<file path="src/rtl/tick_debouncer.sv">
// Tick-paced debouncer: 2-flop synchroniser, 4-state acceptance FSM.
// Optional DEBOUNCE_PRESS_COUNT_EN adds an 8-bit wrapping press counter.
module tick_debouncer #(
    parameter int CNT_W        = 4,
    parameter int STABLE_TICKS = 10
) (
    input  logic       clk,
    input  logic       reset_n,
    input  logic       tick,
    input  logic       noisy_in,
    output logic       db_level,
    output logic       db_rise,
    output logic       db_fall
`ifdef DEBOUNCE_PRESS_COUNT_EN
    ,
    output logic [7:0] press_count
`endif
);

    typedef enum logic [1:0] {
        LOW,
        WAIT_HI,
        HIGH,
        WAIT_LO
    } state_t;

    localparam logic [CNT_W-1:0] LAST = CNT_W'(STABLE_TICKS - 1);

    state_t            state;
    state_t            state_n;
    logic [CNT_W-1:0]  cnt;
    logic [CNT_W-1:0]  cnt_n;
    logic              level_n;
    logic              rise_n;
    logic              fall_n;
    logic              s_meta;
    logic              s_in;

    // Bring the asynchronous input into the clk domain.
    always_ff @(posedge clk or negedge reset_n) begin
        if (!reset_n) begin
            s_meta <= 1'b0;
            s_in   <= 1'b0;
        end else begin
            s_meta <= noisy_in;
            s_in   <= s_meta;
        end
    end

    // State, stability counter and registered outputs.
    always_ff @(posedge clk or negedge reset_n) begin
        if (!reset_n) begin
            state    <= LOW;
            cnt      <= '0;
            db_level <= 1'b0;
            db_rise  <= 1'b0;
            db_fall  <= 1'b0;
        end else begin
            state    <= state_n;
            cnt      <= cnt_n;
            db_level <= level_n;
            db_rise  <= rise_n;
            db_fall  <= fall_n;
        end
    end

    // Next state: a bounce beats a coincident tick; ticks only count in WAIT.
    always_comb begin
        state_n = state;
        cnt_n   = cnt;
        level_n = db_level;
        rise_n  = 1'b0;
        fall_n  = 1'b0;
        unique case (state)
            LOW: begin
                if (s_in) begin
                    state_n = WAIT_HI;
                    cnt_n   = '0;
                end
            end
            WAIT_HI: begin
                if (!s_in) begin
                    state_n = LOW;
                    cnt_n   = '0;
                end else if (tick) begin
                    if (cnt == LAST) begin
                        state_n = HIGH;
                        cnt_n   = '0;
                        level_n = 1'b1;
                        rise_n  = 1'b1;
                    end else begin
                        cnt_n = cnt + 1'b1;
                    end
                end
            end
            HIGH: begin
                if (!s_in) begin
                    state_n = WAIT_LO;
                    cnt_n   = '0;
                end
            end
            WAIT_LO: begin
                if (s_in) begin
                    state_n = HIGH;
                    cnt_n   = '0;
                end else if (tick) begin
                    if (cnt == LAST) begin
                        state_n = LOW;
                        cnt_n   = '0;
                        level_n = 1'b0;
                        fall_n  = 1'b1;
                    end else begin
                        cnt_n = cnt + 1'b1;
                    end
                end
            end
            default: begin
                state_n = LOW;
                cnt_n   = '0;
                level_n = 1'b0;
            end
        endcase
    end

`ifdef DEBOUNCE_PRESS_COUNT_EN
    // Count accepted presses; wraps freely at 8 bits.
    always_ff @(posedge clk or negedge reset_n) begin
        if (!reset_n) begin
            press_count <= 8'd0;
        end else if (rise_n) begin
            press_count <= press_count + 8'd1;
        end
    end
`endif

endmodule

</file>
<file path="config.mk">
export PLATFORM = sky130hd
export DESIGN_NAME = tick_debouncer
export DESIGN_NICKNAME = d
export VERILOG_FILES = /design/src/rtl/tick_debouncer.sv
export SDC_FILE = /design/constraint.sdc
export NUM_CORES = 1
export LEC_CHECK = 0
export CORE_AREA = 2 2 42 44
export DETAILED_ROUTE_END_ITERATION = 8
export DIE_AREA = 0 0 44 46
export PLACE_DENSITY = 0.6
export SLEW_MARGIN = 20
export SYNTH_ARGS = -nofsm -noshare
export SYNTH_HDL_FRONTEND = slang
export SYNTH_SLANG_ARGS = --single-unit
</file>
<file path="constraint.sdc">
create_clock -name clk -period 2.75 [get_ports clk]
set_clock_uncertainty 0.2 [all_clocks]
set_input_delay 0.825 -clock clk [delete_from_list [all_inputs] [get_ports clk]]
set_output_delay 0.825 -clock clk [all_outputs]
set_load 0.01 [all_outputs]
</file>
==> results of run 1 <==
## metrics by stage
| stage | hold slack (ps) | utilization, % | worst slack [ps] |
|---|---|---|---|
| 2_1_floorplan | 131 | - | 974 |
| 3_3_place_gp | 132 | 37.0 | 375 |
| 3_5_place_dp | 142 | 37.0 | 361 |
| 4_1_cts | 158 | 38.6 | 531 |
| 5_1_grt | 174 | 38.6 | 501 |
| 6_report | 152 | 38.6 | 550 |
## per-layer routing
layer	share of wire, %	global-route usage [%]
met3	3.3	1.19
met1	44	12.4
met5	0	0
met2	51	19.4
met4	1.3	9.09
## final timing paths
path,cells past startpoint,start,to
worst max register to register,4,cnt[0],flop
worst min-delay path,0,s_meta,s_in
min in group asynchronous,1,reset_n,db_level
worst min register to register,0,s_meta,s_in
max in group asynchronous,1,reset_n,state[0]
worst max-delay path,1,db_level,db_level
## synthesized netlist by cell type
master | n | area, µm²
dfrtp_1 | 11 | 275
nand3_1 | 5 | 25.0
nand2_1 | 4 | 15.0
nand4_1 | 4 | 25.0
a21oi_1 | 2 | 10.0
buf_2 | 2 | 10.0
ha_1 | 2 | 25.0
inv_1 | 2 | 7.51
nand4b_1 | 2 | 17.5
nor3b_1 | 2 | 15.0
o211ai_1 | 2 | 15.0
or4_1 | 2 | 15.0
a31oi_1 | 1 | 6.26
and3b_1 | 1 | 8.76
and4b_1 | 1 | 10.0
mux2_2 | 1 | 11.3
o221ai_1 | 1 | 8.76
o31ai_1 | 1 | 7.51
xnor2_1 | 1 | 8.76
xor2_1 | 1 | 8.76
## power breakdown
part	switching, mW	total [mW]	leakage, nW	internal (mW)
clock	0.0521	0.108	0.0150	0.0560
sequential	0.00577	0.171	0.146	0.166
combinational	0.0113	0.0193	0.101	0.00798
## cell families after synthesis
| kind of cell | Yosys count | synth area share [%] |
|---|---|---|
| AOI/OAI and AO/OA | 7 | 9.05 |
| xor gates and xnor gates | 2 | 3.33 |
| adders and majority gates | 2 | 4.76 |
| buffers and inverters | 4 | 3.33 |
| DFF | 11 | 52.4 |
| muxes | 1 | 2.14 |
| and+or+nand+nor | 21 | 25.0 |
## layout make-up
cell class / count / area, µm² / share of cell area [%]
Tap cell: 17 / 21.3 / 3.41
Clock buffer: 4 / 26.3 / 4.22
Multi-Input combinational cell: 33 / 233 / 37.3
Sequential cell: 11 / 275 / 44.2
Timing Repair Buffer: 6 / 60.1 / 9.64
Inverter: 2 / 7.51 / 1.20
## flip-flops by register name, indices dropped and copies added (netlist names), named ones only
register,count
state,1
s_meta,1
db_level,1
s_in,1
db_rise,1
db_fall,1
cnt,4
==> run metrics, run 1 <==
outcome complete, no violations; most frequent cells in the layout 11 x dfrtp_1, 6 x clkdlybuf4s50_1, 5 x nand3_1; I/O Pins 7; Die Area 2020 µm²; average cell area after synthesis around 11 µm²; # diodes 0; Slew @ Worst Pin 531 ps; chip height about 46 µm; final setup vio count 0; Final nets between 60 and 70; gr usage total 11.2%; FILL cells about 160; Congestion Overflow GR 0; Tmin final 2200 ps; Area Overhead vs Synth 18.6%; CTS resizes 0; clock latency on the worst-skew pair between 200 and 300 ps; largest net degree at the start of global routing 12; critical path, cell by cell clkdlybuf4s50_1; Worst Hold Class flop to flop; hold_buf cts 0; Num CTS Buffers 3; critical path type flop to output port; antenna violations before repair 0; postcts setup bufs 0; Netlist cell types 20; first-pass GRT wire length 1640 µm; Slew HR approximately 64%; VDD IR max 0.000174 V; TritonCTS Sinks 11; Mapped Area roughly 530 µm²; Max clock buf depth 2; master cell of the clock root buffer clkbuf_4; drt total wl between 900 and 1000 µm; Total Power roughly 300 µW; fin area 623 µm²; commonest non-fill, non-tap cell in the layout dfrtp_1; synth warn 0; Post-DP Area slightly below 600 µm²; Worst EP required between 1500 and 2000 ps; synthesized flop and latch total 11; HPWL after DPL between 600 and 700 µm; Core ar. ~1600 µm²; FP Rows 15; drt first pass iters 4; Final Non-Filler Cells between 70 and 80; post-synthesis sequential area ratio 52.4%; share of layout cells above drive strength 1 under 10%; Tcrit/Tclk final 80.0%; FMAX 455 MHz; critical path's largest stage delay 540 ps; CTS tree built; vias in the first global route slightly above 400; CTS H-tree depth 1; chip width between 40 and 50 µm; WL/cell approximately 13 µm; Inst Count DP about 70; vias post-DR between 400 and 500; routability cong. 0.732; Max Slew Vio Count 0; MaxCap Viol Count 0; setup slack, reg-to-reg 1090 ps; Routed Antenna Nets 0; Worst Path Buf+Inv 1; Syn Nets 54; slowest CP cell clkdlybuf4s50_1; PD cells 479 nW/µm²; Worst Path Arrival between 1000 and 1500 ps; Hold Violations, Final 0; Crit Path Max Fanout 3; number of port buffers 6; DRT iter0 DRCs 7; leakage power 0.262 nW; Starting Density around a third; unrepaired setup endpoints after global routing false; Top delay family on crit path buffers and inverters; Residual DRC 0; DR vias/cell 5.63; Reg clk slew, reported paths roughly 80 ps; synthesized netlist cell count 48; Setup Total Neg Slack 0 ps; crit path capture type output port; nature of the critical path startpoint flop
Power figures use the tool's default switching activity.
==> run 2, diff against run 1 <==
--- a/config.mk
+++ b/config.mk
@@ -8,7 +8,7 @@
 export CORE_AREA = 2 2 42 44
 export DETAILED_ROUTE_END_ITERATION = 8
 export DIE_AREA = 0 0 44 46
-export PLACE_DENSITY = 0.6
+export PLACE_DENSITY = 0.62
 export SLEW_MARGIN = 20
 export SYNTH_ARGS = -nofsm -noshare
 export SYNTH_HDL_FRONTEND = slang
==> constraint.sdc (replaced) <==
create_clock -name clk -period 1.8 [get_ports clk]
set_clock_uncertainty 0.2 [all_clocks]
set_input_delay 0.54 -clock clk [delete_from_list [all_inputs] [get_ports clk]]
set_output_delay 0.54 -clock clk [all_outputs]
set_load 0.01 [all_outputs]
==> run 2 against run 1 <==
Global-route usage rose by 1.1 points; clock power rose by 55%; largest cell class unchanged; setup slack got worse by 440 ps; largest power group unchanged.
==> run metrics, run 2 (synthesized netlist as in run 1, its figures left out) <==
outcome complete, no violations (unchanged); unrepaired setup endpoints after global routing false (unchanged); drt total wl 1030 µm (was 959 µm); nature of the critical path startpoint flop (unchanged); final setup vio count 0 (unchanged); Hold Violations, Final 0 (unchanged); MaxCap Viol Count 0 (unchanged); share of layout cells above drive strength 1 13.3% (was 7.14%); utilization after layout 40.4% (was 38.6%); CTS H-tree depth 1 (unchanged); Slew HR 65.2% (was 64.3%); Num CTS Buffers 3 (unchanged); VDD IR max 0.000414 V (was 0.000174 V); Post-DP Area 627 µm² (was 597 µm²); # diodes 0 (unchanged); Reg-to-Reg Start cnt[0] (unchanged); Final Non-Filler Cells 77 (was 73); Setup Total Neg Slack 0 ps (unchanged); FMAX 590 MHz; Min Hold Slack 139 ps (was 152 ps); dpl ws -260 ps (was 361 ps); I/O Pins 7 (unchanged); master cell of the clock root buffer clkbuf_4 (unchanged); Reg clk slew, reported paths 70 ps (was 80 ps); crit path capture type output port (unchanged); critical path's largest stage delay 390 ps (was 540 ps); Total Power 464 µW (was 299 µW); FP Rows 15 (unchanged); drt first pass iters 4 (unchanged); Area Overhead vs Synth 24.0% (was 18.6%); chip height 46 µm (unchanged); Worst Path Arrival 950 ps (was 1180 ps); Critical Path Source db_level (unchanged); Top Layer Used met4 (unchanged); CTS tree built (unchanged); vias in the first global route 402 (was 409); Tcrit/Tclk final a little over nine tenths; Top delay family on crit path flip-flops (was buffers and inverters); antenna violations before repair 0 (unchanged); Tmin final between 1500 and 2000 ps; largest net degree at the start of global routing 12 (unchanged); WL/cell 13.4 µm (was 13.1 µm); Max clock buf depth 2 (unchanged); DRT iter0 DRCs 4 (was 7); fin area 652 µm² (was 623 µm²); Max Slew Vio Count 0 (unchanged); Hold Path Origin s_meta (unchanged); PD cells 712 nW/µm² (was 479 nW/µm²); Final nets 67 (was 63); critical path, cell by cell dlygate4sd2_1 (was clkdlybuf4s50_1); leakage power 0.306 nW (was 0.262 nW); max reg flops 4 (unchanged); DR vias/cell 5.31 (was 5.63); commonest non-fill, non-tap cell in the layout dfrtp_1 (unchanged); most frequent cells in the layout 11 x dfrtp_1, 5 x nand3_1, 4 x nand2_1, 4 x nand4_1, 4 x buf_4 (was 11 x dfrtp_1, 6 x clkdlybuf4s50_1, 5 x nand3_1); Routed Antenna Nets 0 (unchanged); routability cong. 0.732 (about the same); PnR worst setup slack 106 ps (was 550 ps); most flop-heavy register cnt (unchanged); Congestion Overflow GR 0 (unchanged); critical path type flop to output port (unchanged); Residual DRC 0 (unchanged); Core ar. 1610 µm² (unchanged); Worst Path Buf+Inv 1 (unchanged); gr usage total 12.4% (was 11.2%); first-pass GRT wire length 1730 µm (was 1640 µm); Starting Density 32.6% (unchanged); clock latency on the worst-skew pair 270 ps (was 260 ps); postcts setup bufs 0 (unchanged); Crit Path Max Fanout 3 (unchanged); TritonCTS Sinks 11 (unchanged); chip width 44 µm (unchanged); number of port buffers 6 (unchanged); HPWL after DPL 699 µm (was 688 µm); metal2 WL 438 µm (was 492 µm); Worst Hold Class flop to flop (unchanged); Die Area 2020 µm² (unchanged); Slew @ Worst Pin 518 ps (was 531 ps); Inst Count DP 73 (was 69); WL met1 522 µm (was 421 µm); slowest CP cell dfrtp_1 (was clkdlybuf4s50_1); vias post-DR 409 (was 411); met3 WL post-DR 59 µm (was 32 µm); Worst EP required 1060 ps (was 1730 ps)
## run 2: power by group
part           leakage, nW  internal [mW]  switching, mW
Combinational        0.145         0.0161         0.0208
Sequential           0.146          0.253        0.00672
Clock               0.0150         0.0858         0.0815
## run 2: worst reg2reg max path, delay by kind of cell (launching register included)
kind | cells | cell delay, ps
adders and majority gates | 1 | 240
DFF | 1 | 430
muxes | 1 | 340
and+or+nand+nor | 2 | 310
## run 2: area by class of cell
cell class	count	area, µm²
well taps	17	21.3
clock buffers	4	26.3
repair buffers	10	88.8
inverters	2	7.51
multi-input cells	33	233
flip-flops and latches	11	275
fillers	163	962
## run 2: what timing repair did
| action | CTS | global route |
|---|---|---|
| gates resized for setup | 3 | 1 |
| hold buffers | 0 | 0 |
| setup endpoints to repair | 3 | 2 |
## run 2: layer usage
metal / vias to the layer above / GRT usage [%]
met3: 2 / 5.95
met5: - / 0
met1: 188 / 15.5
met2: 12 / 17.9
li1: 207 / -
met4: 0 / 5.45
## run 2: worst paths after layout
check / endpoint / slack (ps) / cells past startpoint
min: s_in / 140 / 0
max: db_level / 110 / 1
max in group asynchronous: cnt[1] / 890 / 2
min in group asynchronous: db_level / 360 / 2
max reg2reg: flop / 180 / 4
min reg2reg: s_in / 140 / 0
==> run 3, diff against run 2 <==
--- a/config.mk
+++ b/config.mk
@@ -6,6 +6,7 @@
 export NUM_CORES = 1
 export LEC_CHECK = 0
 export CORE_AREA = 2 2 42 44
+export CTS_BUF_LIST = sky130_fd_sc_hd__clkbuf_8
 export DETAILED_ROUTE_END_ITERATION = 8
 export DIE_AREA = 0 0 44 46
 export PLACE_DENSITY = 0.62
==> run 3 against run 2 <==
Power grew 16%; sequential power is essentially flat; global-route usage is the same; final cell count is the same; cell area grew 2.3%; fmax grew 2.5%; routed wire length shrank 0.68%; critical path type unchanged; worst hold slack gained 1.5 ps; sequential share of layout area shrank 0.95 points; core utilization grew 0.93 points; clock power grew 44%; largest cell class unchanged; count of clock-buffer cells in the layout shrank 1.
==> run metrics, run 3 (synthesized netlist as in run 1, its figures left out) <==
Worst Path Buf+Inv 1 (unchanged); Worst Path Arrival 910 ps (was 950 ps); FMAX 605 MHz (was 590 MHz); Slew @ Worst Pin 520 ps (was 518 ps); Total Power 537 µW (was 464 µW); dpl ws -260 ps (unchanged); drt first pass iters 4 (unchanged); Hold EP s_in (unchanged); DRT iter0 DRCs 5 (was 4); number of port buffers 6 (unchanged); Area Overhead vs Synth 26.9% (was 24.0%); Setup Total Neg Slack 0 ps (unchanged); path depth of the worst reg2reg path 4 (unchanged); share of layout cells above drive strength 1 13.3% (unchanged); clock latency on the worst-skew pair 240 ps (was 270 ps); outcome complete, no violations (unchanged); routability cong. 0.732 (unchanged); Worst Hold Class flop to flop (unchanged); chip width 44 µm (unchanged); Hold Path Origin s_meta (unchanged); Crit Path Max Fanout 3 (unchanged); unrepaired setup endpoints after global routing false (unchanged); Hold Violations, Final 0 (unchanged); I/O Pins 7 (unchanged); Num CTS Buffers 3 (unchanged); PnR worst setup slack 147 ps (was 106 ps); utilization after layout 41.3% (was 40.4%); final setup vio count 0 (unchanged); FP Rows 15 (unchanged); critical path, cell by cell dlygate4sd2_1 (unchanged); largest net degree at the start of global routing 12 (unchanged); CTS tree built (unchanged); most frequent cells in the layout 11 x dfrtp_1, 5 x nand3_1 (was 11 x dfrtp_1, 5 x nand3_1, 4 x nand2_1, 4 x nand4_1, 4 x buf_4); critical path type flop to output port (unchanged); WP depth 1 (unchanged); max reg flops 4 (unchanged); TritonCTS Sinks 11 (unchanged); Core ar. 1610 µm² (unchanged); Max clock buf depth 2 (unchanged); Congestion Overflow GR 0 (unchanged); master cell of the clock root buffer clkbuf_8 (was clkbuf_4); setup slack, reg-to-reg 180 ps (about the same); chip height 46 µm (unchanged); Worst EP required 1060 ps (about the same); Reg clk slew, reported paths 50 ps (was 70 ps); antenna violations before repair 0 (unchanged); Die Area 2020 µm² (unchanged); MaxCap Viol Count 0 (unchanged); Tcrit/Tclk final 91.9% (was 94.1%); critical path's largest stage delay 390 ps (about the same); Routed Antenna Nets 0 (unchanged); Tmin final 1650 ps (was 1690 ps); nature of the critical path startpoint flop (unchanged); hold_buf cts 0 (unchanged); VDD IR max 0.000538 V (was 0.000414 V); first-pass GRT wire length 1660 µm (was 1730 µm); Slew HR 65.1% (was 65.2%); DR vias/cell 5.31 (unchanged); fin area 667 µm² (was 652 µm²); crit path capture type output port (unchanged); Max Slew Vio Count 0 (unchanged); worst hold stages 0 (unchanged); CTS H-tree depth 1 (unchanged); Post-DP Area 627 µm² (unchanged); leakage power 0.310 nW (was 0.306 nW); gr usage total 12.4% (unchanged); Starting Density 32.6% (unchanged); drt total wl 1030 µm (about the same); Final nets 67 (unchanged); Reg-to-Reg Start cnt[0] (unchanged); WL/cell 13.3 µm (was 13.4 µm); Top delay family on crit path flip-flops (unchanged); vias post-DR 409 (unchanged); HPWL after DPL 699 µm (unchanged); commonest non-fill, non-tap cell in the layout dfrtp_1 (unchanged); Residual DRC 0 (unchanged); vias in the first global route 388 (was 402); slowest CP cell dfrtp_1 (unchanged); PD cells 805 nW/µm² (was 712 nW/µm²); most flop-heavy register cnt (unchanged); # diodes 0 (unchanged)
-- run 3: cell count changes in the layout (fill, tap and decap cells not counted) --
cell | before | now
inv_1 | 2 | 3
clkbuf_4 | 3 | 0
clkbuf_8 | 0 | 3
clkbuf_1 | 1 | 0
dlygate4sd2_1 | 3 | 4
dlymetal6s2s_1 | 1 | 0
-- run 3: stage by stage --
stage               hold WS, ps  instances
detailed placement          139         73
global placement            132         73
global route                158         77
CTS                         143         77
floorplan                  44.4         48
finish                      141         77
-- run 3: how the worst max path moves through the flow --
stage / start / endpoint / slack [ps]
after floorplan: cnt[0] / flop / 230
after global placement: tick / flop / -230
after detailed placement: tick / flop / -260
after CTS: db_level / db_level / 140
after global routing: s_in / cnt[3] / 90
final: db_level / db_level / 150
-- run 3: repair_timing --
item	4_1_cts	5_1_grt
endpoints found under the setup margin	5	0
buffers inserted	0	0
resized for setup	4	0
-- run 3: metal layers --
layer	track usage (%)	vias up	part of all wire, %
li1	-	206	-
met1	15.3	190	52
met2	16.5	9	41
met3	5.95	4	4.0
met4	9.09	0	2.7
met5	0	-	0
-- run 3: final cells by class --
| type | count | area (µm²) |
|---|---|---|
| Clock buffer | 3 | 41.3 |
| Clock inverter | 1 | 3.75 |
| Fill cell | 162 | 947 |
| Inverter | 2 | 7.51 |
| Multi-Input combinational cell | 33 | 233 |
| Sequential cell | 11 | 275 |
| Tap cell | 17 | 21.3 |
| Timing Repair Buffer | 10 | 85.1 |
-- run 3: power by group --
group / switching, mW / total (mW) / internal [mW]
sequential: 0.00680 / 0.261 / 0.254
clock: 0.0906 / 0.240 / 0.150
combinational: 0.0209 / 0.0364 / 0.0156
